===== config.mk =====
export PLATFORM = sky130hd
export DESIGN_NAME = unary_ser
export DESIGN_NICKNAME = d
export VERILOG_FILES = /design/src/rtl/unary_ser.sv
export SDC_FILE = /design/constraint.sdc
export NUM_CORES = 1
export LEC_CHECK = 0
export BUFFER_PORTS_ARGS = -buffer_cell sky130_fd_sc_hd__buf_4
export CAP_MARGIN = 10
export CELL_PAD_IN_SITES_DETAIL_PLACEMENT = 0
export CELL_PAD_IN_SITES_GLOBAL_PLACEMENT = 1
export CORE_UTILIZATION = 36
export DETAILED_ROUTE_END_ITERATION = 7
export PLACE_DENSITY = 0.81
export SLEW_MARGIN = 5
export SYNTH_ARGS = -nofsm -noshare
export SYNTH_HDL_FRONTEND = slang
export SYNTH_SLANG_ARGS = --single-unit
export TNS_END_PERCENT = 50

===== constraint.sdc =====
create_clock -name clk -period 3.4 [get_ports clk]
set_clock_uncertainty 0.15 [all_clocks]
set_input_delay 0.17 -clock clk [delete_from_list [all_inputs] [get_ports clk]]
set_output_delay 0.17 -clock clk [all_outputs]
set_load 0.01 [all_outputs]

===== src/rtl/unary_ser.sv =====
`default_nettype none
// +--------------------------------------------------------------------------+
// | Module   : unary_ser                                                     |
// | Purpose  : Serializes one thermometer-coded word into per-unit tokens.   |
// |            Each token is {last, index}; valid/ready on both sides.       |
// | Option   : UNARY_SER_CHECK_EN adds a sticky err output flagging words    |
// |            that are not valid thermometer codes.                         |
// | Revision : 1.0  initial release                                          |
// +--------------------------------------------------------------------------+
module unary_ser #(
   parameter int W_UNARY = 8,
   parameter int W_IDX   = $clog2(W_UNARY)
) (
   input  logic               clk,
   input  logic               rst,
   output logic               din_ready,
   input  logic               din_valid,
   input  logic [W_UNARY-1:0] din_data,
   input  logic               dout_ready,
   output logic               dout_valid,
   output logic [W_IDX:0]     dout_data
`ifdef UNARY_SER_CHECK_EN
   ,
   output logic               err
`endif
);

   localparam logic [0:0]     c_IDLE    = 1'b0;
   localparam logic [0:0]     c_EMIT    = 1'b1;
   localparam logic [W_IDX:0] c_LEN_ONE = (W_IDX+1)'(1);
   localparam logic [W_IDX-1:0] c_IDX_ONE = W_IDX'(1);

   logic [0:0]       r_state;
   logic [0:0]       w_state_nxt;
   logic [W_IDX-1:0] r_idx;
   logic [W_IDX:0]   r_len;
   logic [W_IDX:0]   w_len;
   logic             w_run;
   logic             w_last;
   logic             w_accept;
   logic             w_load;
   logic             w_advance;

   // Run length of consecutive ones from bit 0; anything past the first zero is ignored
   always_comb begin
      w_len = '0;
      w_run = 1'b1;
      for (int i = 0; i < W_UNARY; i++) begin
         w_run = w_run & din_data[i];
         if (w_run) begin
            w_len = (W_IDX+1)'(i + 1);
         end
      end
   end

   assign w_last   = ({1'b0, r_idx} == (r_len - c_LEN_ONE));
   assign w_accept = din_valid && din_ready;

   // State register
   always_ff @(posedge clk or posedge rst) begin
      if (rst) begin
         r_state <= c_IDLE;
      end else begin
         r_state <= w_state_nxt;
      end
   end

   // Next-state logic; a new word may be loaded on the same edge as the final token
   always_comb begin
      w_state_nxt = r_state;
      w_load      = 1'b0;
      w_advance   = 1'b0;
      case (r_state)
         c_IDLE: begin
            if (w_accept) begin
               w_load      = 1'b1;
               w_state_nxt = (w_len != '0) ? c_EMIT : c_IDLE;
            end
         end
         c_EMIT: begin
            if (dout_ready) begin
               if (!w_last) begin
                  w_advance = 1'b1;
               end else if (w_accept) begin
                  w_load      = 1'b1;
                  w_state_nxt = (w_len != '0) ? c_EMIT : c_IDLE;
               end else begin
                  w_state_nxt = c_IDLE;
               end
            end
         end
         default: w_state_nxt = c_IDLE;
      endcase
   end

   // Outputs; din_ready in EMIT passes dout_ready through so words chain without a bubble
   always_comb begin
      din_ready  = 1'b0;
      dout_valid = 1'b0;
      dout_data  = '0;
      if (!rst) begin
         case (r_state)
            c_IDLE: din_ready = 1'b1;
            c_EMIT: begin
               dout_valid = 1'b1;
               dout_data  = {w_last, r_idx};
               din_ready  = w_last && dout_ready;
            end
            default: din_ready = 1'b0;
         endcase
      end
   end

   // Token index and word length registers
   always_ff @(posedge clk or posedge rst) begin
      if (rst) begin
         r_idx <= '0;
         r_len <= '0;
      end else if (w_load) begin
         r_idx <= '0;
         r_len <= w_len;
      end else if (w_advance) begin
         r_idx <= r_idx + c_IDX_ONE;
      end
   end

`ifdef UNARY_SER_CHECK_EN
   logic w_bad;

   // A one at or above the run length means the word is not a thermometer code
   always_comb begin
      w_bad = 1'b0;
      for (int i = 0; i < W_UNARY; i++) begin
         if (((W_IDX+1)'(i) >= w_len) && din_data[i]) begin
            w_bad = 1'b1;
         end
      end
   end

   // Sticky malformed-input flag, cleared only by reset
   always_ff @(posedge clk or posedge rst) begin
      if (rst) begin
         err <= 1'b0;
      end else if (w_accept && w_bad) begin
         err <= 1'b1;
      end
   end
`endif

endmodule
`default_nettype wire


==> results of run 1 <==
-- what timing repair did --
action,4_1_cts,5_1_grt
endpoints found under the hold margin,8,0
setup buffers,0,0
hold buffers,1,0
-- worst paths after layout --
path	to	start	slack [ps]
worst max register to register	r_len[0]$_DFFE_PP0P_	r_len[0]$_DFFE_PP0P_	1010
max in group asynchronous	r_len[0]$_DFFE_PP0P_	rst	2550
worst min-delay path	r_len[1]$_DFFE_PP0P_	din_data[1]	40
worst max-delay path	din_ready	r_len[0]$_DFFE_PP0P_	770
worst min register to register	r_len[1]$_DFFE_PP0P_	r_len[1]$_DFFE_PP0P_	390
min in group asynchronous	r_state$_DFF_PP0_	rst	300
-- cell usage in the layout, fill, tap and decap left out, drive strengths merged --
master | netlist | routed
a21boi | 1 | 1
a21oi | 3 | 3
a31oi | 1 | 1
and2 | 5 | 5
and3 | 1 | 1
buf | 0 | 17
clkbuf | 1 | 3
dfrtp | 8 | 8
dlygate4sd3 | 0 | 1
ha | 2 | 2
inv | 8 | 8
nand2 | 3 | 3
nand2b | 1 | 1
nand3 | 3 | 3
nand4 | 1 | 1
nor2 | 3 | 3
nor2b | 2 | 2
nor4 | 1 | 1
nor4b | 1 | 1
o21ai | 4 | 4
o22ai | 2 | 2
o311ai | 1 | 1
o31a | 1 | 1
o31ai | 1 | 1
o32ai | 2 | 2
or3 | 2 | 2
or3b | 2 | 2
or4 | 1 | 1
xnor2 | 2 | 2
xor2 | 1 | 1
-- critical path, cell delays in order (launching register included) --
cell      delay, ps
dfrtp_1         380
inv_1            80
ha_1            210
xor2_1          160
and3_1          200
o311ai_0        460
and2_0          360
nor2_1           70
buf_4           150
-- final cells by class --
cell class | count | area share [%]
timing repair buffer | 18 | 19.1
sequential | 8 | 27.8
multi-input combinational | 47 | 43.1
tap | 15 | 2.61
inverter | 8 | 4.17
clock buffer | 3 | 3.13
-- through the flow --
stage	std cells	power, mW	worst slack, ps
final	99	0.528	772
after global placement	95	0.453	1150
after global routing	99	0.590	572
after CTS	99	0.533	765
after floorplan	64	0.374	1290
after detailed placement	95	0.457	994
-- registers in the layout, indices dropped and copies added, names as in the netlist --
| register | cells |
|---|---|
| r_idx | 3 |
| r_len | 4 |
| r_state | 1 |
-- power by group through the flow --
stage / Combinational [mW] / Clock (mW) / Sequential [mW]
5_1_grt: 0.323 / 0.0794 / 0.187
3_3_place_gp: 0.272 / 0 / 0.181
6_report: 0.275 / 0.0736 / 0.179
4_1_cts: 0.279 / 0.0760 / 0.178
2_1_floorplan: 0.205 / 0 / 0.169
3_5_place_dp: 0.277 / 0 / 0.180
-- kinds of logic (layout without fill, tap and decap cells) --
family          Yosys count  after routing  synth area share, %
compound gates           16             16                 19.1
xor+xnor                  3              3                 4.83
fa+ha+maj                 2              2                 4.60
buf+inv                   9             29                 6.21
flops                     8              8                 36.8
simple gates             26             26                 28.5
-- cell usage after synthesis --
| master | number | area (um^2) |
|---|---|---|
| o21ai_0 | 4 | 20.0 |
| or4_1 | 1 | 7.51 |
| or3b_1 | 1 | 8.76 |
| nand4_1 | 1 | 6.26 |
| nand2b_1 | 1 | 6.26 |
| a21oi_1 | 3 | 15.0 |
| o22ai_1 | 2 | 12.5 |
| or3b_2 | 1 | 8.76 |
| ha_1 | 2 | 25.0 |
| and2_1 | 2 | 12.5 |
| and2_2 | 2 | 15.0 |
| and3_1 | 1 | 6.26 |
| xor2_1 | 1 | 8.76 |
| nand3_1 | 3 | 15.0 |
| o311ai_0 | 1 | 8.76 |
| a21boi_1 | 1 | 7.51 |
| nand2_1 | 3 | 11.3 |
| dfrtp_1 | 8 | 200 |
| xnor2_1 | 2 | 17.5 |
| o32ai_1 | 2 | 17.5 |
| inv_1 | 8 | 30.0 |
| nor2b_1 | 2 | 12.5 |
| clkbuf_1 | 1 | 3.75 |
| nor4b_1 | 1 | 8.76 |
| a31oi_1 | 1 | 6.26 |
| and2_0 | 1 | 6.26 |
| nor4_1 | 1 | 6.26 |
| nor2_1 | 3 | 11.3 |
| o31a_1 | 1 | 8.76 |
| o31ai_1 | 1 | 7.51 |
| or3_1 | 2 | 12.5 |
-- metal layers --
layer | wire, um | part of all wire [%] | GRT usage, % | vias to the layer above
met2 | 548 | 47 | 29.3 | 15
li1 | - | - | - | 273
met3 | 53 | 4.5 | 4.89 | 2
met4 | 15 | 1.3 | 10.0 | 0
met1 | 554 | 47 | 23.5 | 236
met5 | 0 | 0 | 0 | -
==> summary.txt, run 1 <==
Logic synthesis
  • Yosys reg bits: 8
  • Syn nets: roughly 80
  • Mapped Cells: 64
  • Syn_area_per_cell: around 8.5 um^2
  • Ys Warns: 0
  • Sequential fraction of the synthesis area: between 30% and 40%
  • Mapped Area: 544 um^2
  • Unique masters post-synth: 31

GRT
  • Antenna violations before repair: 0
  • Largest net degree at the start of global routing: 9
  • Total global routing overflow: 0
  • GRT Total Usage: 18.8%
  • Vias in the first global route: 487
  • First-pass GRT wire length: between 2000 and 2500 um

Clock tree
  • Clock Sinks: 8
  • Clock transition at the registers of the reported paths: 60 ps
  • H-tree levels: 1
  • Clock tree from TritonCTS: done
  • CTS Root Cell: clkbuf_4
  • CTS Buffer Depth: 2
  • Post_cts resized: 0
  • CTS Buf Count: 3
  • Worst skew pair latency: 250 ps

Die
  • Full die area: 1670 um^2
  • Boundary Pins: 18
  • Die X: 40.9 um
  • Initial core utilization: 40.3%
  • Core Footprint: 1350 um^2
  • Chip height: 40.9 um
  • Row count: 13

Power
  • Flop pwr share: 33.9%
  • Net Switching: 0.211 mW
  • Sw Share: between 40% and 50%
  • Pleak: approximately 0.33 nW
  • Int Pwr: 0.317 mW
  • Comb pwr share: 52.1%
  • Worst IR drop on VDD: 0.000294 V
  • Clock power share: 13.9%
  • PwrDens: 734 nW/um^2

Setup path
  • Worst-path fanout max: 6
  • CP Class: flip-flop to primary output
  • Worst Path Required: 3080 ps
  • Critical path arrival: 2310 ps
  • Reg2Reg Depth: 7
  • CP Capture Type: primary output
  • Startpoint types: flip-flop

Route
  • Drt total wl: 1170 um
  • DRC viols: 0
  • Via count: 526
  • Drt wl/cell: ~12 um
  • Vias per inst: roughly 5.3
  • Initial drt markers: 12
  • Final ANT Viol Nets: 0
  • First-pass DRT Iterations: 4

STA
  • Worst-Margin Slew: 555 ps
  • Final setup viols: 0
  • Setup Total Neg Slack: 0 ps
  • Period utilisation layout: 77.3%
  • Final hold vios: 0
  • Hold slack: 36.0 ps
  • RSZ-0062 raised after global routing: false
  • Pins Over Slew Limit: 0
  • Max_slew headroom: 63.0%
  • Min Tclk post-route: 2630 ps
  • Fmax: 0.381 GHz

Final layout
  • Fillers: 142
  • Multi-input gate area: between 300 and 400 um^2
  • Final Net Count: 100
  • Design area: 719 um^2
  • Antenna diodes: 0
  • Util after Layout: ~53%
  • Area grow syn2layout: 32.2%
  • Sequential cell area: approximately 200 um^2
  • Layout cell share with drive strength beyond 1: 27.4%

Placement
  • Port bufs: 17
  • Placed instance area: 687 um^2
  • Post-DP HPWL: 932 um
  • GP Congestion: 0.697

Min path
  • WHS Path Cells: 3
  • HP Class: input port to flip-flop

Outcome
  • Outcome: finished, final reports clean

Flow run
  • MaxCap Viol Count: 0
(Power assumes the default switching activity.)
==> run 2, diff against run 1 <==
--- a/config.mk
+++ b/config.mk
@@ -9,9 +9,9 @@
 export CAP_MARGIN = 10
 export CELL_PAD_IN_SITES_DETAIL_PLACEMENT = 0
 export CELL_PAD_IN_SITES_GLOBAL_PLACEMENT = 1
-export CORE_UTILIZATION = 36
+export CORE_UTILIZATION = 34
 export DETAILED_ROUTE_END_ITERATION = 7
-export PLACE_DENSITY = 0.81
+export PLACE_DENSITY = 0.77
 export SLEW_MARGIN = 5
 export SYNTH_ARGS = -nofsm -noshare
 export SYNTH_HDL_FRONTEND = slang
==> constraint.sdc (replaced) <==
create_clock -name clk -period 2.5 [get_ports clk]
set_clock_uncertainty 0.15 [all_clocks]
set_input_delay 0.125 -clock clk [delete_from_list [all_inputs] [get_ports clk]]
set_output_delay 0.125 -clock clk [all_outputs]
set_load 0.01 [all_outputs]
==> run 2 against run 1 <==
Non-clock buffer count increased by 2. Power grew 41%. Register-to-register slack worse by 780 ps. Worst setup slack worse by 600 ps. Clock power rose by 30%. Critical path type unchanged.
==> summary.txt, run 2 (synthesis results as in run 1) <==
Outcome
  • Outcome: finished, final reports clean (unchanged)

Die
  • Die X: 42.0 um (was 40.9 um)
  • Full die area: 1760 um^2 (was 1670 um^2)
  • Core Footprint: 1510 um^2 (was 1350 um^2)
  • Boundary Pins: 18 (unchanged)
  • Row count: 14 (was 13)
  • Initial core utilization: 36.1% (was 40.3%)
  • Chip height: 42.0 um (was 40.9 um)

Route
  • Via count: 537 (was 526)
  • Final ANT Viol Nets: 0 (unchanged)
  • First-pass DRT Iterations: 4 (unchanged)
  • DRC viols: 0 (unchanged)
  • Vias per inst: 5.26 (was 5.31)
  • Initial drt markers: 15 (was 12)
  • Drt wl/cell: 11.4 um (was 11.8 um)
  • Drt total wl: 1160 um (was 1170 um)

Final layout
  • Final Net Count: 102 (was 100)
  • Most flops, register: r_len (unchanged)
  • Commonest non-fill, non-tap cells in the layout: buf_4 (18), inv_1 (8), dfrtp_1 (8), o21ai_0 (4) (was buf_4 (17), inv_1 (8), dfrtp_1 (8), o21ai_0 (4))
  • Area grow syn2layout: 38.2% (was 32.2%)
  • Finished Layout Cells: 102 (was 99)
  • Max reg flops: 4 (unchanged)
  • Layout cell share with drive strength beyond 1: 31.4% (was 27.4%)
  • Fillers: 150 (was 142)
  • Antenna diodes: 0 (unchanged)
  • Biggest regs: r_len x4, r_idx x3, r_state x1 (unchanged)
  • Most common cell after layout, fill and taps aside: buf_4 (unchanged)

GRT
  • Total global routing overflow: 0 (unchanged)
  • Vias in the first global route: 521 (was 487)
  • First-pass GRT wire length: 2100 um (was 2010 um)
  • Antenna violations before repair: 0 (unchanged)
  • GRT Total Usage: 15.9% (was 18.8%)
  • Largest net degree at the start of global routing: 9 (unchanged)

Placement
  • GP Congestion: 0.696 (was 0.697)
  • Post-DP HPWL: 951 um (was 932 um)
  • Port bufs: 17 (unchanged)
  • Post-Place Setup Slack: 254 ps (was 994 ps)
  • DP Cell Count: 97 (was 95)

Setup path
  • CP Class: flip-flop to primary output (unchanged)
  • Worst-path fanout max: 6 (unchanged)
  • Crit-path cells: inv_1, ha_1, xor2_1, and3_1, o311ai_1, and2_2, nor2_1, buf_4 (was inv_1, ha_1, xor2_1, and3_1, o311ai_0, and2_0, nor2_1, buf_4)
  • Crit path max-delay family: simple AND/OR/NAND/NOR gates (unchanged)
  • R2R setup slack: 230 ps (was 1010 ps)
  • Crit path largest cell delay: 370 ps (was 460 ps)
  • CP max-delay cell: dfrtp_1 (was o311ai_0)
  • Worst Path Required: 2230 ps (was 3080 ps)
  • CP bufs+invs: 2 (unchanged)
  • Critical path arrival: 2050 ps (was 2310 ps)
  • Startpoint types: flip-flop (unchanged)
  • CP Capture Type: primary output (unchanged)

Clock tree
  • Postcts setup bufs: 0 (unchanged)
  • Clock tree from TritonCTS: done (unchanged)
  • CTS Root Cell: clkbuf_4 (unchanged)
  • CTS Buf Count: 3 (unchanged)
  • Clock transition at the registers of the reported paths: 50 ps (was 60 ps)
  • Worst skew pair latency: 250 ps (about the same)
  • H-tree levels: 1 (unchanged)
  • CTS Buffer Depth: 2 (unchanged)
  • Clock Sinks: 8 (unchanged)

STA
  • Fmax: 0.429 GHz
  • Min Tclk post-route: 2330 ps
  • Pins Over Slew Limit: 0 (unchanged)
  • Final worst slack: 171 ps (was 772 ps)
  • RSZ-0062 raised after global routing: false (unchanged)
  • Period utilisation layout: 93.2%
  • Final setup viols: 0 (unchanged)
  • Max_slew headroom: 79.3% (was 63.0%)
  • Final hold vios: 0 (unchanged)
  • Hold slack: 27.0 ps (was 36.0 ps)
  • Setup Total Neg Slack: 0 ps (unchanged)
  • Worst-Margin Slew: 310 ps (was 555 ps)

Min path
  • HP Class: input port to flip-flop (unchanged)

Power
  • PwrDens: 993 nW/um^2 (was 734 nW/um^2)
  • Worst IR drop on VDD: 0.000471 V (was 0.000294 V)
  • PnR Total Power: 0.747 mW (was 0.528 mW)
  • Pleak: 0.342 nW (was 0.328 nW)

Flow run
  • MaxCap Viol Count: 0 (unchanged)
run 2: what timing repair did:
action | in CTS | in global routing
hold endpoints to repair | 9 | 0
endpoints found under the setup margin | 1 | 1
gates resized for setup | 1 | 4
hold buffers | 2 | 0
run 2: power by group:
group          switching (mW)  leakage [nW]  internal [mW]
Sequential             0.0573         0.100          0.188
Combinational           0.201         0.228          0.204
Clock                  0.0409        0.0138         0.0547
Total                   0.300         0.342          0.447
run 2: layout make-up:
class                   instances  area, um^2  area share, %
inverters                       8        30.0           3.99
repair buffers                 20         155           20.6
clock buffers                   3        22.5           3.00
well taps                      16        20.0           2.66
multi-input cells              47         324           43.1
flip-flops and latches          8         200           26.6
run 2: metrics by stage:
step           cell area [um^2]  util [%]
6_report                    752      49.9
5_1_grt                     752      49.9
4_1_cts                     738      49.0
3_5_place_dp                696      46.2
3_3_place_gp                696      46.2
2_1_floorplan               544         -
run 2: tightest hold or removal path, stage by stage:
cell and delay (ps):
buf_4 80, nand2_1 100, nand2b_1 90
run 2: metal layers:
metal	vias up	share of wire, %	GRT usage, %
met5	-	0	0
met4	0	1.6	9.38
met3	2	4.8	3.88
met2	17	47	23.8
met1	240	47	20.9
li1	278	-	-
run 2: path summary, 6_finish.rpt:
| path | cells past startpoint | from | endpoint |
|---|---|---|---|
| max | 8 | r_len[0]$_DFFE_PP0P_ | din_ready |
| min | 3 | din_data[0] | r_state$_DFF_PP0_ |
| max reg2reg | 7 | r_len[0]$_DFFE_PP0P_ | r_idx[2]$_DFFE_PP0P_ |
| min reg2reg | 2 | r_len[1]$_DFFE_PP0P_ | r_len[1]$_DFFE_PP0P_ |
| max in group asynchronous | 3 | rst | r_idx[1]$_DFFE_PP0P_ |
| min in group asynchronous | 3 | rst | r_state$_DFF_PP0_ |
==> run 3, diff against run 2 <==
==> constraint.sdc (replaced) <==
create_clock -name clk -period 2.5 [get_ports clk]
set_clock_uncertainty 0.15 [all_clocks]
set_input_delay 0.5 -clock clk [delete_from_list [all_inputs] [get_ports clk]]
set_output_delay 0.5 -clock clk [all_outputs]
set_load 0.01 [all_outputs]
==> run 3 against run 2 <==
The run now ends with negative setup slack left. Via count grew 8.4%. Sequential share of layout area fell by 3.9 points. Worst setup slack worse by 190 ps. First-iteration DRC count is 80% lower. Count of clock-buffer cells in the layout unchanged. Non-clock buffer count grew 7. Worst hold slack improved by 49 ps. Critical path depth unchanged. Fmax down 7.6%.
==> summary.txt, run 3 (synthesis results as in run 1) <==
Outcome
  • Outcome: finished with violations (was finished, final reports clean)
  • Failing checks: negative setup slack

Setup path
  • Worst-path fanout max: 3 (was 6)
  • CP max-delay cell: dfrtp_1 (unchanged)
  • Crit-path cells: inv_2, ha_4, xor2_4, nor4_4, o311ai_4, and2_4, nor2_2, buf_4 (was inv_1, ha_1, xor2_1, and3_1, o311ai_1, and2_2, nor2_1, buf_4)
  • CP bufs+invs: 2 (unchanged)
  • Crit path largest cell delay: 400 ps (was 370 ps)
  • CP Class: flip-flop to primary output (unchanged)
  • Startpoint types: flip-flop (unchanged)
  • Critical path arrival: 1870 ps (was 2050 ps)
  • Worst Path Required: 1850 ps (was 2230 ps)
  • Critical path origin: r_len[0]$_DFFE_PP0P_ (unchanged)
  • Crit path max-delay family: flip-flops (was simple AND/OR/NAND/NOR gates)
  • CP Capture Type: primary output (unchanged)
  • FF-to-FF Start: r_len[0]$_DFFE_PP0P_ (unchanged)

GRT
  • First-pass GRT wire length: 2370 um (was 2100 um)
  • Antenna violations before repair: 0 (unchanged)
  • Vias in the first global route: 569 (was 521)
  • Total global routing overflow: 0 (unchanged)
  • Largest net degree at the start of global routing: 9 (unchanged)
  • GRT Total Usage: 18.2% (was 15.9%)

STA
  • Period utilisation layout: 101% (was 93.2%)
  • Setup Total Neg Slack: -36.7 ps (was 0 ps)
  • Pins Over Slew Limit: 0 (unchanged)
  • Max_slew headroom: 77.9% (was 79.3%)
  • Final worst slack: -21.1 ps (was 171 ps)
  • RSZ-0062 raised after global routing: true (was false)
  • Worst-Margin Slew: 332 ps (was 310 ps)
  • Hold slack: 76.1 ps (was 27.0 ps)
  • Min Tclk post-route: 2520 ps (was 2330 ps)
  • Fmax: 0.397 GHz (was 0.429 GHz)
  • Final setup viols: 2 (was 0)
  • Final hold vios: 0 (unchanged)

Die
  • Core Footprint: 1510 um^2 (unchanged)
  • Row count: 14 (unchanged)
  • Full die area: 1760 um^2 (unchanged)
  • Initial core utilization: 36.1% (unchanged)
  • Die X: 42.0 um (unchanged)
  • Chip height: 42.0 um (unchanged)
  • Boundary Pins: 18 (unchanged)

Final layout
  • Area grow syn2layout: 61.6% (was 38.2%)
  • Layout cell share with drive strength beyond 1: 48.4% (was 31.4%)
  • Final Net Count: 109 (was 102)
  • Util after Layout: 58.4% (was 49.9%)
  • Design area: 880 um^2 (was 752 um^2)
  • Biggest regs: r_len x4, r_idx x3, r_state x1 (unchanged)
  • Finished Layout Cells: 109 (was 102)
  • Max reg flops: 4 (unchanged)
  • Antenna diodes: 0 (unchanged)
  • Most common cell after layout, fill and taps aside: buf_4 (unchanged)
  • Commonest non-fill, non-tap cells in the layout: buf_4 (27), dfrtp_1 (8), inv_1 (6), o21ai_0 (4) (was buf_4 (18), inv_1 (8), dfrtp_1 (8), o21ai_0 (4))
  • Most flops, register: r_len (unchanged)

Route
  • Drt total wl: 1470 um (was 1160 um)
  • Final ANT Viol Nets: 0 (unchanged)
  • DRC viols: 0 (unchanged)
  • Vias per inst: 5.34 (was 5.26)
  • Drt wl/cell: 13.5 um (was 11.4 um)
  • First-pass DRT Iterations: 2 (was 4)
  • Via count: 582 (was 537)
  • Initial drt markers: 3 (was 15)

Placement
  • DP Cell Count: 98 (was 97)
  • Placed instance area: 703 um^2 (was 696 um^2)
  • Post-Place Setup Slack: 65.2 ps (was 254 ps)
  • GP Congestion: 0.719 (was 0.696)
  • Port bufs: 17 (unchanged)
  • Post-DP HPWL: 968 um (was 951 um)

Power
  • PwrDens: 1180 nW/um^2 (was 993 nW/um^2)
  • Pleak: 0.384 nW (was 0.342 nW)
  • Worst IR drop on VDD: 0.000485 V (was 0.000471 V)
  • PnR Total Power: 1.04 mW (was 0.747 mW)

Clock tree
  • Clock Sinks: 8 (unchanged)
  • Clock transition at the registers of the reported paths: 60 ps (was 50 ps)
  • CTS Buffer Depth: 2 (unchanged)
  • H-tree levels: 1 (unchanged)
  • CTS Buf Count: 3 (unchanged)
  • Clock tree from TritonCTS: done (unchanged)
  • Worst skew pair latency: 260 ps (was 250 ps)
  • CTS Root Cell: clkbuf_4 (unchanged)

Min path
  • HP Class: input port to async pin (was input port to flip-flop)

Flow run
  • MaxCap Viol Count: 0 (unchanged)
run 3: timing repair:
action,in CTS,in global routing
hold buffers,0,0
setup buffers,6,2
pin swaps,6,6
endpoints found under the setup margin,2,2
gates resized for setup,12,7
run 3: layout make-up:
| class | instances | area [um^2] |
|---|---|---|
| flip-flops and latches | 8 | 200 |
| inverters | 8 | 30.0 |
| repair buffers | 27 | 203 |
| well taps | 16 | 20.0 |
| multi-input cells | 47 | 404 |
| clock buffers | 3 | 22.5 |
| fillers | 133 | 627 |
run 3: path summary, 6_finish.rpt:
kind / end / slack [ps] / depth (start not counted)
worst min-delay path: r_idx[2]$_DFFE_PP0P_ / 80 / 2
max in group asynchronous: r_len[1]$_DFFE_PP0P_ / 1870 / 2
worst max-delay path: din_ready / -20 / 8
worst max register to register: r_idx[2]$_DFFE_PP0P_ / 200 / 8
min in group clk: r_len[1]$_DFFE_PP0P_ / 370 / 3
worst min register to register: r_idx[1]$_DFFE_PP0P_ / 470 / 2
run 3: per-layer routing:
| metal | wire length, um | GRT usage [%] | vias up |
|---|---|---|---|
| met4 | 44 | 11.3 | 0 |
| met3 | 71 | 3.88 | 6 |
| met5 | 0 | 0 | - |
| met2 | 723 | 30.6 | 21 |
| met1 | 634 | 21.0 | 266 |
| li1 | - | - | 289 |
run 3: worst register-to-register path, stage by stage, from the launching register on:
cell     delay (ps)
dfrtp_1         400
inv_2           100
ha_4            170
xor2_4          230
nor4b_4          90
o31a_1          320
buf_4           160
or4_1           470
a21oi_1         150
run 3: where the power goes:
group          total, mW  internal (mW)  switching (mW)
sequential         0.262          0.188          0.0736
clock              0.101         0.0551          0.0457
combinational      0.678          0.359           0.319
